**src/rtl/t5_hsch_pkg.sv**
```systemverilog
// Shared types and constants for the t5 hart scheduler.
package t5_hsch_pkg;

  // Largest supported hart count; hart IDs never need more than 4 bits.
  localparam int NHART_MAX = 16;
  localparam int HID_MAX_W = 4;

  // Result of a round-robin search: whether a hart was found and which one.
  typedef struct packed {
    logic                 found;
    logic [HID_MAX_W-1:0] id;
  } pick_t;

  // Hart-ID width for a given hart count (at least one bit).
  function automatic int hw_of(input int n);
    return (n > 2) ? $clog2(n) : 1;
  endfunction

  // Round-robin pointer value after reset, chosen so hart 0 issues first.
  function automatic int ptr_reset(input int n);
    return n - 1;
  endfunction

endpackage

```
**src/rtl/t5_hsch_if.sv**
```systemverilog
// Pipeline-control and data-bus handshake bundle between t5_sysc and the
// hart scheduler. Clock and reset stay outside as plain ports.
interface t5_hsch_if
  import t5_hsch_pkg::*;
#(
  parameter int NHART = 4
) ();
  localparam int HW = hw_of(NHART);

  logic             sena;
  logic [NHART-1:0] hrun;
  logic             xreq;
  logic             dwb_ack;

  logic [HW-1:0]    fhart;
  logic [HW-1:0]    dhart;
  logic [HW-1:0]    xhart;
  logic [HW-1:0]    mhart;
  logic             fvld;
  logic             dvld;
  logic             xvld;
  logic             mvld;
  logic [NHART-1:0] hwait;
  logic             herr;

  // System side: drives enables and bus status, observes the schedule.
  modport master (
    output sena, hrun, xreq, dwb_ack,
    input  fhart, dhart, xhart, mhart, fvld, dvld, xvld, mvld, hwait, herr
  );

  // Scheduler side.
  modport slave (
    input  sena, hrun, xreq, dwb_ack,
    output fhart, dhart, xhart, mhart, fvld, dvld, xvld, mvld, hwait, herr
  );

endinterface

```
**src/rtl/t5_hsch_hfifo.sv**
```systemverilog
// In-order ID FIFO: remembers which hart owns each outstanding data request
// so acknowledges can be matched back to harts in issue order.
module t5_hfifo #(
  parameter int DEPTH = 4,
  parameter int W     = 2
) (
  input  logic         clk,
  input  logic         rst,
  input  logic         push_i,
  input  logic [W-1:0] din_i,
  input  logic         pop_i,
  output logic [W-1:0] head_o,
  output logic         empty_o,
  output logic         full_o
);
  localparam int             PW   = (DEPTH > 2) ? $clog2(DEPTH) : 1;
  localparam int             CW   = PW + 1;
  localparam logic [PW-1:0]  LAST = PW'(DEPTH - 1);

  logic [W-1:0]  mem_q [DEPTH];
  logic [PW-1:0] wr_q, wr_d;
  logic [PW-1:0] rd_q, rd_d;
  logic [CW-1:0] cnt_q, cnt_d;
  logic          do_push;
  logic          do_pop;

  assign empty_o = (cnt_q == '0);
  assign full_o  = (cnt_q == CW'(DEPTH));
  assign head_o  = mem_q[rd_q];
  assign do_pop  = pop_i & ~empty_o;
  assign do_push = push_i & ~full_o;

  // Next pointers and occupancy; pointers wrap at DEPTH-1 for any depth.
  always_comb begin
    // NOTE: every variable gets a default first so no path leaves it
    // unassigned, which would otherwise infer a latch.
    wr_d  = wr_q;
    rd_d  = rd_q;
    cnt_d = cnt_q + CW'(do_push) - CW'(do_pop);
    if (do_push) wr_d = (wr_q == LAST) ? '0 : wr_q + 1'b1;
    if (do_pop)  rd_d = (rd_q == LAST) ? '0 : rd_q + 1'b1;
  end

  // Pointer and occupancy registers.
  always_ff @(posedge clk) begin
    // NOTE: sequential state uses non-blocking assignments so all registers
    // update together from pre-edge values, independent of block ordering.
    if (rst) begin
      wr_q  <= '0;
      rd_q  <= '0;
      cnt_q <= '0;
    end else begin
      wr_q  <= wr_d;
      rd_q  <= rd_d;
      cnt_q <= cnt_d;
    end
  end

  // Entry storage.
  always_ff @(posedge clk) begin
    // NOTE: the storage array is deliberately not reset; an entry is only
    // read after it has been written, and the occupancy counter guards that.
    if (do_push) mem_q[wr_q] <= din_i;
  end

endmodule

```
**src/rtl/t5_hsch.sv**
```systemverilog
// Round-robin hart scheduler: picks the next hart for fetch, skipping harts
// that are parked, already in fetch/decode/execute, or waiting on a data-bus
// acknowledge, and carries hart tags and valid bits down to the memory stage.
module t5_hsch
  import t5_hsch_pkg::*;
#(
  parameter int NHART = 4
) (
  input logic        sclk,
  input logic        srst,
  t5_hsch_if.slave   bus
);
  localparam int            HW      = hw_of(NHART);
  localparam logic [HW-1:0] PTR_RST = HW'(ptr_reset(NHART));

  logic [HW-1:0]    fhart_q, fhart_d, dhart_q, dhart_d;
  logic [HW-1:0]    xhart_q, xhart_d, mhart_q, mhart_d;
  logic             fvld_q, fvld_d, dvld_q, dvld_d;
  logic             xvld_q, xvld_d, mvld_q, mvld_d;
  logic [HW-1:0]    ptr_q, ptr_d;
  logic [NHART-1:0] hwait_q, hwait_d;
  logic             herr_q, herr_d;
  logic [NHART-1:0] busy;
  logic [NHART-1:0] elig;
  pick_t            pick;
  logic             push;
  logic             pop;
  logic             fifo_empty;
  logic             fifo_full;
  logic [HW-1:0]    fifo_head;

  // First eligible hart strictly after ptr, wrapping at NHART-1, so IDs at
  // or above NHART can never be produced.
  function automatic pick_t rr_pick(input logic [NHART-1:0] el,
                                    input logic [HW-1:0]    ptr);
    pick_t r;
    int    idx;
    r = '0;
    for (int i = 1; i <= NHART; i++) begin
      idx = (int'(ptr) + i) % NHART;
      if (!r.found && el[idx[HW-1:0]]) begin
        r.found = 1'b1;
        r.id    = HID_MAX_W'(idx);
      end
    end
    return r;
  endfunction

  // Eligibility: running, not waiting, and not already in f/d/x. The memory
  // stage is excluded so a hart can be re-issued as it leaves execute.
  always_comb begin
    busy = '0;
    if (fvld_q) busy[fhart_q] = 1'b1;
    if (dvld_q) busy[dhart_q] = 1'b1;
    if (xvld_q) busy[xhart_q] = 1'b1;
    elig = bus.hrun & ~hwait_q & ~busy;
    pick = rr_pick(elig, ptr_q);
  end

  // Tag pipeline and issue: everything holds while sena is low; with no
  // eligible hart a bubble enters fetch and fhart keeps its last value.
  always_comb begin
    fhart_d = fhart_q;
    dhart_d = dhart_q;
    xhart_d = xhart_q;
    mhart_d = mhart_q;
    fvld_d  = fvld_q;
    dvld_d  = dvld_q;
    xvld_d  = xvld_q;
    mvld_d  = mvld_q;
    ptr_d   = ptr_q;
    if (bus.sena) begin
      dhart_d = fhart_q;
      dvld_d  = fvld_q;
      xhart_d = dhart_q;
      xvld_d  = dvld_q;
      mhart_d = xhart_q;
      mvld_d  = xvld_q;
      fvld_d  = pick.found;
      if (pick.found) begin
        fhart_d = pick.id[HW-1:0];
        ptr_d   = pick.id[HW-1:0];
      end
    end
  end

  // Requests are only taken on enabled edges; acks are honoured regardless
  // of sena because t5_sysc holds sena low while waiting for them.
  assign push = bus.sena & xvld_q & bus.xreq;
  assign pop  = bus.dwb_ack & ~fifo_empty;

  // Wait mask and sticky error; a same-hart set and clear resolves to set.
  always_comb begin
    hwait_d = hwait_q;
    if (pop)  hwait_d[fifo_head] = 1'b0;
    if (push) hwait_d[xhart_q]   = 1'b1;
    herr_d = herr_q | (bus.dwb_ack & fifo_empty);
  end

  // Scheduler state registers.
  always_ff @(posedge sclk) begin
    if (srst) begin
      fhart_q <= '0;
      dhart_q <= '0;
      xhart_q <= '0;
      mhart_q <= '0;
      fvld_q  <= 1'b0;
      dvld_q  <= 1'b0;
      xvld_q  <= 1'b0;
      mvld_q  <= 1'b0;
      ptr_q   <= PTR_RST;
      hwait_q <= '0;
      herr_q  <= 1'b0;
    end else begin
      fhart_q <= fhart_d;
      dhart_q <= dhart_d;
      xhart_q <= xhart_d;
      mhart_q <= mhart_d;
      fvld_q  <= fvld_d;
      dvld_q  <= dvld_d;
      xvld_q  <= xvld_d;
      mvld_q  <= mvld_d;
      ptr_q   <= ptr_d;
      hwait_q <= hwait_d;
      herr_q  <= herr_d;
    end
  end

  t5_hfifo #(
    .DEPTH (NHART),
    .W     (HW)
  ) u_hfifo (
    .clk     (sclk),
    .rst     (srst),
    .push_i  (push),
    .din_i   (xhart_q),
    .pop_i   (pop),
    .head_o  (fifo_head),
    .empty_o (fifo_empty),
    .full_o  (fifo_full)
  );

  // A waiting hart is never re-issued, so the FIFO cannot be full on a push.
  a_no_overflow: assert property (@(posedge sclk) disable iff (srst)
                                  !(push && fifo_full));

  assign bus.fhart = fhart_q;
  assign bus.dhart = dhart_q;
  assign bus.xhart = xhart_q;
  assign bus.mhart = mhart_q;
  assign bus.fvld  = fvld_q;
  assign bus.dvld  = dvld_q;
  assign bus.xvld  = xvld_q;
  assign bus.mvld  = mvld_q;
  assign bus.hwait = hwait_q;
  assign bus.herr  = herr_q;

endmodule

```
**src/flat_wrapper.sv**
```systemverilog
// flat-port wrapper written by rule: the top's interface ports become plain ports
module t5_hsch_flat import t5_hsch_pkg::*;
#(
  parameter int NHART = 4
)
  (sclk, srst, bus_sena, bus_hrun, bus_xreq, bus_dwb_ack, bus_fhart, bus_dhart, bus_xhart, bus_mhart, bus_fvld, bus_dvld, bus_xvld, bus_mvld, bus_hwait, bus_herr);
  t5_hsch_if #(.NHART(NHART)) bus_i ();
  input logic sclk;
  input logic srst;
  input wire logic [$bits(bus_i.sena)-1:0] bus_sena;
  input wire logic [$bits(bus_i.hrun)-1:0] bus_hrun;
  input wire logic [$bits(bus_i.xreq)-1:0] bus_xreq;
  input wire logic [$bits(bus_i.dwb_ack)-1:0] bus_dwb_ack;
  output wire logic [$bits(bus_i.fhart)-1:0] bus_fhart;
  output wire logic [$bits(bus_i.dhart)-1:0] bus_dhart;
  output wire logic [$bits(bus_i.xhart)-1:0] bus_xhart;
  output wire logic [$bits(bus_i.mhart)-1:0] bus_mhart;
  output wire logic [$bits(bus_i.fvld)-1:0] bus_fvld;
  output wire logic [$bits(bus_i.dvld)-1:0] bus_dvld;
  output wire logic [$bits(bus_i.xvld)-1:0] bus_xvld;
  output wire logic [$bits(bus_i.mvld)-1:0] bus_mvld;
  output wire logic [$bits(bus_i.hwait)-1:0] bus_hwait;
  output wire logic [$bits(bus_i.herr)-1:0] bus_herr;
  assign bus_i.sena = bus_sena;
  assign bus_i.hrun = bus_hrun;
  assign bus_i.xreq = bus_xreq;
  assign bus_i.dwb_ack = bus_dwb_ack;
  assign bus_fhart = bus_i.fhart;
  assign bus_dhart = bus_i.dhart;
  assign bus_xhart = bus_i.xhart;
  assign bus_mhart = bus_i.mhart;
  assign bus_fvld = bus_i.fvld;
  assign bus_dvld = bus_i.dvld;
  assign bus_xvld = bus_i.xvld;
  assign bus_mvld = bus_i.mvld;
  assign bus_hwait = bus_i.hwait;
  assign bus_herr = bus_i.herr;
  t5_hsch #(.NHART(NHART)) u_core (.sclk(sclk), .srst(srst), .bus(bus_i));
endmodule
```
**config.mk**
```make
export PLATFORM = sky130hd
export DESIGN_NAME = t5_hsch_flat
export DESIGN_NICKNAME = d
export VERILOG_FILES = /design/src/rtl/t5_hsch_pkg.sv /design/src/rtl/t5_hsch_if.sv /design/src/rtl/t5_hsch_hfifo.sv /design/src/rtl/t5_hsch.sv /design/src/flat_wrapper.sv
export SDC_FILE = /design/constraint.sdc
export NUM_CORES = 1
export LEC_CHECK = 0
export ABC_AREA = 1
export CAP_MARGIN = 20
export CORE_ASPECT_RATIO = 0.5
export CORE_MARGIN = 5
export CORE_UTILIZATION = 50
export DETAILED_ROUTE_END_ITERATION = 10
export PLACE_DENSITY = 0.73
export SYNTH_ARGS = -nofsm -noshare
export SYNTH_HDL_FRONTEND = slang
export SYNTH_HIERARCHICAL = 1
export SYNTH_SLANG_ARGS = --single-unit
```
**constraint.sdc**
```tcl
create_clock -name sclk -period 2.65 [get_ports sclk]
set_input_delay 0.53 -clock sclk [delete_from_list [all_inputs] [get_ports sclk]]
set_output_delay 0.53 -clock sclk [all_outputs]
set_load 0.005 [all_outputs]
```
-- Word-level counts from Yosys, hierarchy flattened
Memory sizes are Yosys's and may differ from the RTL's. A register that Yosys moved wholly into a read port is not among the register bits.
Cells that the tools add are included.
- input bits: 9
- flip-flop bits (word level): 26
- memories kept: 1
- output and inout bits: 17
- memory bits (writable): 8
- add/subtract/negate cells: 8
- reduce and logical (&&, ||, !) cells: 16
- order comparisons: 12
- muxes and demuxes: 31
- equal/unequal tests: 3
- bitwise operators: 22
- memories (name ; depth ; bits a word ; read ports ; clocked after Yosys merged registers in ; write ports ; RTL line ; text):
    u_core.u_hfifo.mem_q ; 4 ; 2 ; 1 ; 1 ; 1 ; t5_hsch_hfifo.sv:20 ; logic [W-1:0] mem_q [DEPTH];
- operators by type and width (operator ; count):
    < comparator 2 x 3 -> 1 bit, second input constant ; 8
    two-way mux 4 bit ; 5
    two-way mux 5 bit ; 4
    AND 4 bit ; 3
    NOT 4 bit ; 3
    OR 4 bit ; 3
    two-way mux 1 bit ; 10
    adder 2 x 1 -> 2 bit, second input constant ; 4
    binary-select mux 1 bit (select 2 bit) ; 4
    demux 1 bit (select 2 bit) ; 4
    >= comparator 2 x 1 -> 1 bit, second input constant ; 4
    two-way mux 2 bit ; 4
    OR reduction 2 bit ; 4
    logical AND 1 bit ; 7
    AND 1 bit ; 6
    adder 2 bit, second input constant ; 2
    AND 1 bit, first input constant ; 4
    equality test 2 bit, second input constant ; 2
    adder 3 x 1 -> 3 bit ; 1
    equality test 3 bit, second input constant ; 1
    zero test 1 bit ; 3
    zero test 3 bit ; 1
    subtractor 3 x 1 -> 3 bit ; 1
    NOT 1 bit ; 2
    2 further kinds ; 2

-- Longest topological paths before layout
- depth in word-level cells: 24
- depth in mapped cells: 15
- gate-level depth less buffers: 15

-- Hierarchy
The synthesis kept the hierarchy.
- modules (own cells, without submodules) (module ; area an instance (µm²) ; instances ; cells each ; sequential area each (µm²)):
    t5_hsch ; 1191.1 ; 1 ; 167 ; 380.4
    t5_hfifo ; 819.5 ; 1 ; 86 ; 420.4

-- Worst setup path before layout
OpenSTA, ideal clock, no wires.
- kind: input to register
- from: in bus_sena
- to: reg u_core.u_hfifo.cnt_q[2]
- setup slack: 0.443 ns
- data arrival time: 2.094 ns
- stages on the path: 12
- cells stage by stage: nand2_1 > nor2_1 > nand2_4 > ha_1 > inv_1 > ha_1 > inv_1 > fa_1 > inv_1 > nand2_1 > nand2_1 > nor2_1
- word-level cells in the longest chain between the ends: 5
- ends and longest elaborated chain (item ; RTL line ; text):
    start, declared ; flat_wrapper.sv:10 ; input wire logic [$bits(bus_i.sena)-1:0] bus_sena;
    AND 1 bit (2 in series) ; t5_hsch.sv:89 ; assign push = bus.sena & xvld_q & bus.xreq;
    named net u_core.push ; t5_hsch.sv:26 ; logic push;
    AND 1 bit ; t5_hsch_hfifo.sv:31 ; assign do_push = push_i & ~full_o;
    adder 3 x 1 -> 3 bit ; t5_hsch_hfifo.sv:39 ; cnt_d = cnt_q + CW'(do_push) - CW'(do_pop);
    subtractor 3 x 1 -> 3 bit ; t5_hsch_hfifo.sv:39 ;
    end signal, assigned ; t5_hsch_hfifo.sv:55 ; cnt_q <= cnt_d;
    end, declared ; t5_hsch_hfifo.sv:23 ; logic [CW-1:0] cnt_q, cnt_d;
The timed path passes the listed nets, and every way through them passes these cells.
A chain may end at the register's enable or synchronous reset.

-- Final worst setup path
Ends and elaborated chain as after synthesis.

==> run_summary.xml <==
<?xml version="1.0" encoding="UTF-8"?>
<metrics>
  <group name="clock_network">
    <metric name="cts.repair.resized" unit="">0</metric>
    <metric name="ctsRootBufferMaster" unit="">sky130_fd_sc_hd__clkbuf_8</metric>
    <metric name="cts.reportedPaths.clkPinSlew" unit="ns">0.07</metric>
    <metric name="cts.htree.levels" unit="">2</metric>
    <metric name="numCtsBuffers" unit="">5</metric>
    <metric name="cts.repair_timing.setup_buffer_count" unit="">0</metric>
    <metric name="ctsHoldBuffers" unit="">0</metric>
    <metric name="ctsLongestPathBuffers" unit="">2</metric>
    <metric name="cts.sinks" unit="">36</metric>
    <metric name="tritoncts" unit="">built</metric>
    <metric name="insertion_delay" unit="ns">0.28</metric>
  </group>
  <group name="sta">
    <metric name="timing.final.max_slew_violations" unit="">0</metric>
    <metric name="final_count_of_hold_timing_violations" unit="">0</metric>
    <metric name="final.min_clock_period" unit="ns">2.32</metric>
    <metric name="setup_skew_after_layout" unit="ns">0.00387</metric>
    <metric name="worst_slew_pin_slew" unit="ns">0.414</metric>
    <metric name="tns" unit="ns">0</metric>
    <metric name="rsz0062_at_grt" unit="">no</metric>
    <metric name="timing.fmax" unit="MHz">431</metric>
    <metric name="period_share" unit="%">87.5</metric>
    <metric name="slew_headroom" unit="%">72.4</metric>
    <metric name="setup_viol" unit="">0</metric>
  </group>
  <group name="grt">
    <metric name="grtUsageTotal" unit="%">17.1</metric>
    <metric name="grt_first_pass_wirelength" unit="mm">7.12</metric>
    <metric name="largest_net_degree_at_the_start_of_global_routing" unit="">15</metric>
    <metric name="met1_demand_to_capacity_share_in_global_routing" unit="%">19.5</metric>
    <metric name="globalRoute.busiestLayer" unit="">met2</metric>
    <metric name="grt_use_met2" unit="%">31.9</metric>
    <metric name="sum_of_overflow_across_all_layers_after_global_routing" unit="">0</metric>
    <metric name="first_global_vias" unit="">1587</metric>
    <metric name="gr-usage-met3" unit="%">3.44</metric>
    <metric name="antenna_found_initial" unit="">0</metric>
  </group>
  <group name="yosys">
    <metric name="synth.net_count" unit="">269</metric>
    <metric name="post_synth.cell_area_avg" unit="um2">7.96</metric>
    <metric name="synth_cells" unit="">252</metric>
    <metric name="synth.cell_area" unit="mm2">0.00201</metric>
    <metric name="synth_warnings" unit="">6</metric>
  </group>
  <group name="routing">
    <metric name="drt_first_iter_violations" unit="">25</metric>
    <metric name="detail_route.drc_violations" unit="">0</metric>
    <metric name="detailedRoute.firstPassIterationCount" unit="">5</metric>
    <metric name="routedWlPerCell" unit="um">12.6</metric>
    <metric name="dr_vias" unit="">1692</metric>
    <metric name="antenna_violating_nets_post_route" unit="">0</metric>
    <metric name="wire_length_after_detailed_routing" unit="mm">4.28</metric>
    <metric name="routed_via_density" unit="">4.98</metric>
  </group>
  <group name="die">
    <metric name="core" unit="mm2">0.00388</metric>
    <metric name="core.rowCount" unit="">16</metric>
    <metric name="die_area" unit="mm2">0.00546</metric>
    <metric name="die_x" unit="um">99.6</metric>
    <metric name="die_height" unit="um">54.8</metric>
    <metric name="pin_count" unit="">26</metric>
    <metric name="initial_core_util" unit="%">51.7</metric>
  </group>
  <group name="worst_setup_path">
    <metric name="cp_startpoint_kind" unit="">input pin</metric>
    <metric name="worst-r2r-setup-slack" unit="ns">0.51</metric>
    <metric name="critical_path_peak_fanout" unit="">2</metric>
    <metric name="timing.critical_path.required" unit="ns">2.83</metric>
    <metric name="worst-setup-path-type" unit="">in2reg</metric>
    <metric name="crit_path_end_kind" unit="">flip-flop</metric>
    <metric name="cp_data_arrival_time" unit="ns">2.50</metric>
  </group>
  <group name="power_and_ir_drop">
    <metric name="peakVddDrop" unit="uV">263</metric>
    <metric name="leakagePower" unit="uW">0.00101</metric>
    <metric name="power_density" unit="mW/mm2">775</metric>
  </group>
  <group name="placement">
    <metric name="placement.io_buffers" unit="">25</metric>
    <metric name="dp_hpwl" unit="mm">3.39</metric>
    <metric name="placedCellCount" unit="">333</metric>
    <metric name="finalWeightedCongestion" unit="">0.834</metric>
  </group>
  <group name="cells_and_area">
    <metric name="instances_no_fill" unit="">340</metric>
    <metric name="diodes" unit="">0</metric>
    <metric name="syn_to_final_growth" unit="%">20.6</metric>
    <metric name="drive_gt1_share" unit="%">18.2</metric>
    <metric name="num-nets-final" unit="">303</metric>
  </group>
  <group name="flow_run">
    <metric name="max-cap-violations" unit="">0</metric>
  </group>
  <group name="worst_hold_path">
    <metric name="hp-class" unit="">reg2reg</metric>
  </group>
  <group name="outcome">
    <metric name="outcome" unit="">complete, no violations</metric>
  </group>
</metrics>
## layout make-up
cell class | instances | area [um2]
Clock buffer | 6 | 72.6
Sequential cell | 36 | 801
Timing Repair Buffer | 30 | 288
Tap cell | 54 | 67.6
Inverter | 37 | 139
Clock inverter | 1 | 5.00
Multi-Input combinational cell | 176 | 1050
Fill cell | 351 | 1460
## cells in the final DEF, fill, tap and decap left out
cell,n
sky130_fd_sc_hd__ha_1,7
sky130_fd_sc_hd__clkbuf_8,5
sky130_fd_sc_hd__clkdlybuf4s50_1,25
sky130_fd_sc_hd__o21ai_0,13
sky130_fd_sc_hd__o21ai_4,1
sky130_fd_sc_hd__nor2_2,3
sky130_fd_sc_hd__clkinv_2,1
sky130_fd_sc_hd__edfxtp_1,8
sky130_fd_sc_hd__nor2_1,32
sky130_fd_sc_hd__nand4_1,1
sky130_fd_sc_hd__xnor2_2,1
sky130_fd_sc_hd__nor2_4,3
sky130_fd_sc_hd__fa_1,1
sky130_fd_sc_hd__nand3_4,1
sky130_fd_sc_hd__nand3b_1,2
sky130_fd_sc_hd__inv_2,5
sky130_fd_sc_hd__nand3_2,9
sky130_fd_sc_hd__a21oi_1,18
sky130_fd_sc_hd__xnor2_1,1
sky130_fd_sc_hd__o22ai_1,2
sky130_fd_sc_hd__nand2_2,10
sky130_fd_sc_hd__inv_1,32
sky130_fd_sc_hd__o211ai_1,1
sky130_fd_sc_hd__o21a_4,1
sky130_fd_sc_hd__a21oi_2,2
sky130_fd_sc_hd__dfxtp_1,28
sky130_fd_sc_hd__nand3_1,23
sky130_fd_sc_hd__clkbuf_1,1
sky130_fd_sc_hd__nand2_4,4
sky130_fd_sc_hd__o31ai_1,4
sky130_fd_sc_hd__or2_2,1
sky130_fd_sc_hd__nand2_1,35
sky130_fd_sc_hd__buf_4,5
## critical path, stage by stage
cell and delay, ns:
sky130_fd_sc_hd__clkdlybuf4s50_1 0.49, sky130_fd_sc_hd__nand2_1 0.08, sky130_fd_sc_hd__nor2_1 0.24, sky130_fd_sc_hd__nand2_4 0.08, sky130_fd_sc_hd__ha_1 0.29, sky130_fd_sc_hd__inv_1 0.06
sky130_fd_sc_hd__ha_1 0.13, sky130_fd_sc_hd__inv_1 0.04, sky130_fd_sc_hd__fa_1 0.34, sky130_fd_sc_hd__inv_1 0.07, sky130_fd_sc_hd__nand2_1 0.05, sky130_fd_sc_hd__nand2_1 0.06
sky130_fd_sc_hd__nor2_1 0.04
## registers in the layout (all words and copies together) (netlist names), named ones only
signal	count
u_core/bus.mhart	2
u_core/bus.xvld	1
u_core/bus.herr	1
u_core/bus.dvld	1
u_core/u_hfifo/rd_q	2
u_core/u_hfifo/cnt_q	3
u_core/bus.xhart	2
u_core/ptr_q	2
u_core/bus.mvld	1
u_core/bus.fvld	1
u_core/bus.dhart	2
u_core/bus.hwait	4
u_core/u_hfifo/wr_q	2
u_core/bus.fhart	2
u_core/u_hfifo/mem_q	8
## report_power, final
| group | switching [uW] | internal [uW] | total [uW] | leakage (uW) |
|---|---|---|---|---|
| Clock | 184 | 179 | 362 | 0.0000410 |
| Combinational | 479 | 330 | 809 | 0.000665 |
| Sequential | 94.1 | 611 | 705 | 0.000303 |
## metrics by stage
stage | utilization (%) | instance area, um2 | total power [uW] | worst slack (ns) | hold WS (ns)
after floorplan | - | 2010 | 1340 | 0.443 | 0.458
after global placement | 60.3 | 2340 | 1510 | 0.0801 | 0.452
after detailed placement | 60.3 | 2340 | 1530 | 0.0218 | 0.472
after CTS | 62.3 | 2420 | 1890 | 0.320 | 0.484
after global routing | 62.3 | 2420 | 2000 | 0.198 | 0.524
final | 62.3 | 2420 | 1880 | 0.331 | 0.479
## path summary, 6_finish.rpt
path / start / end / cells past startpoint
max: bus_sena / u_core/u_hfifo/cnt_q[2] / 13
min: u_core/bus.mvld / u_core/bus.mvld / 2
max reg2reg: u_core/u_hfifo/cnt_q[1] / u_core/u_hfifo/cnt_q[2] / 15
min reg2reg: u_core/bus.mvld / u_core/bus.mvld / 2
## per-layer routing
layer | vias to the layer above | wire, um
li1 | 889 | -
met1 | 782 | 1990
met2 | 14 | 2140
met3 | 7 | 95
met4 | 0 | 62
met5 | - | 0
No activity file was read; power rests on OpenSTA's default activity.
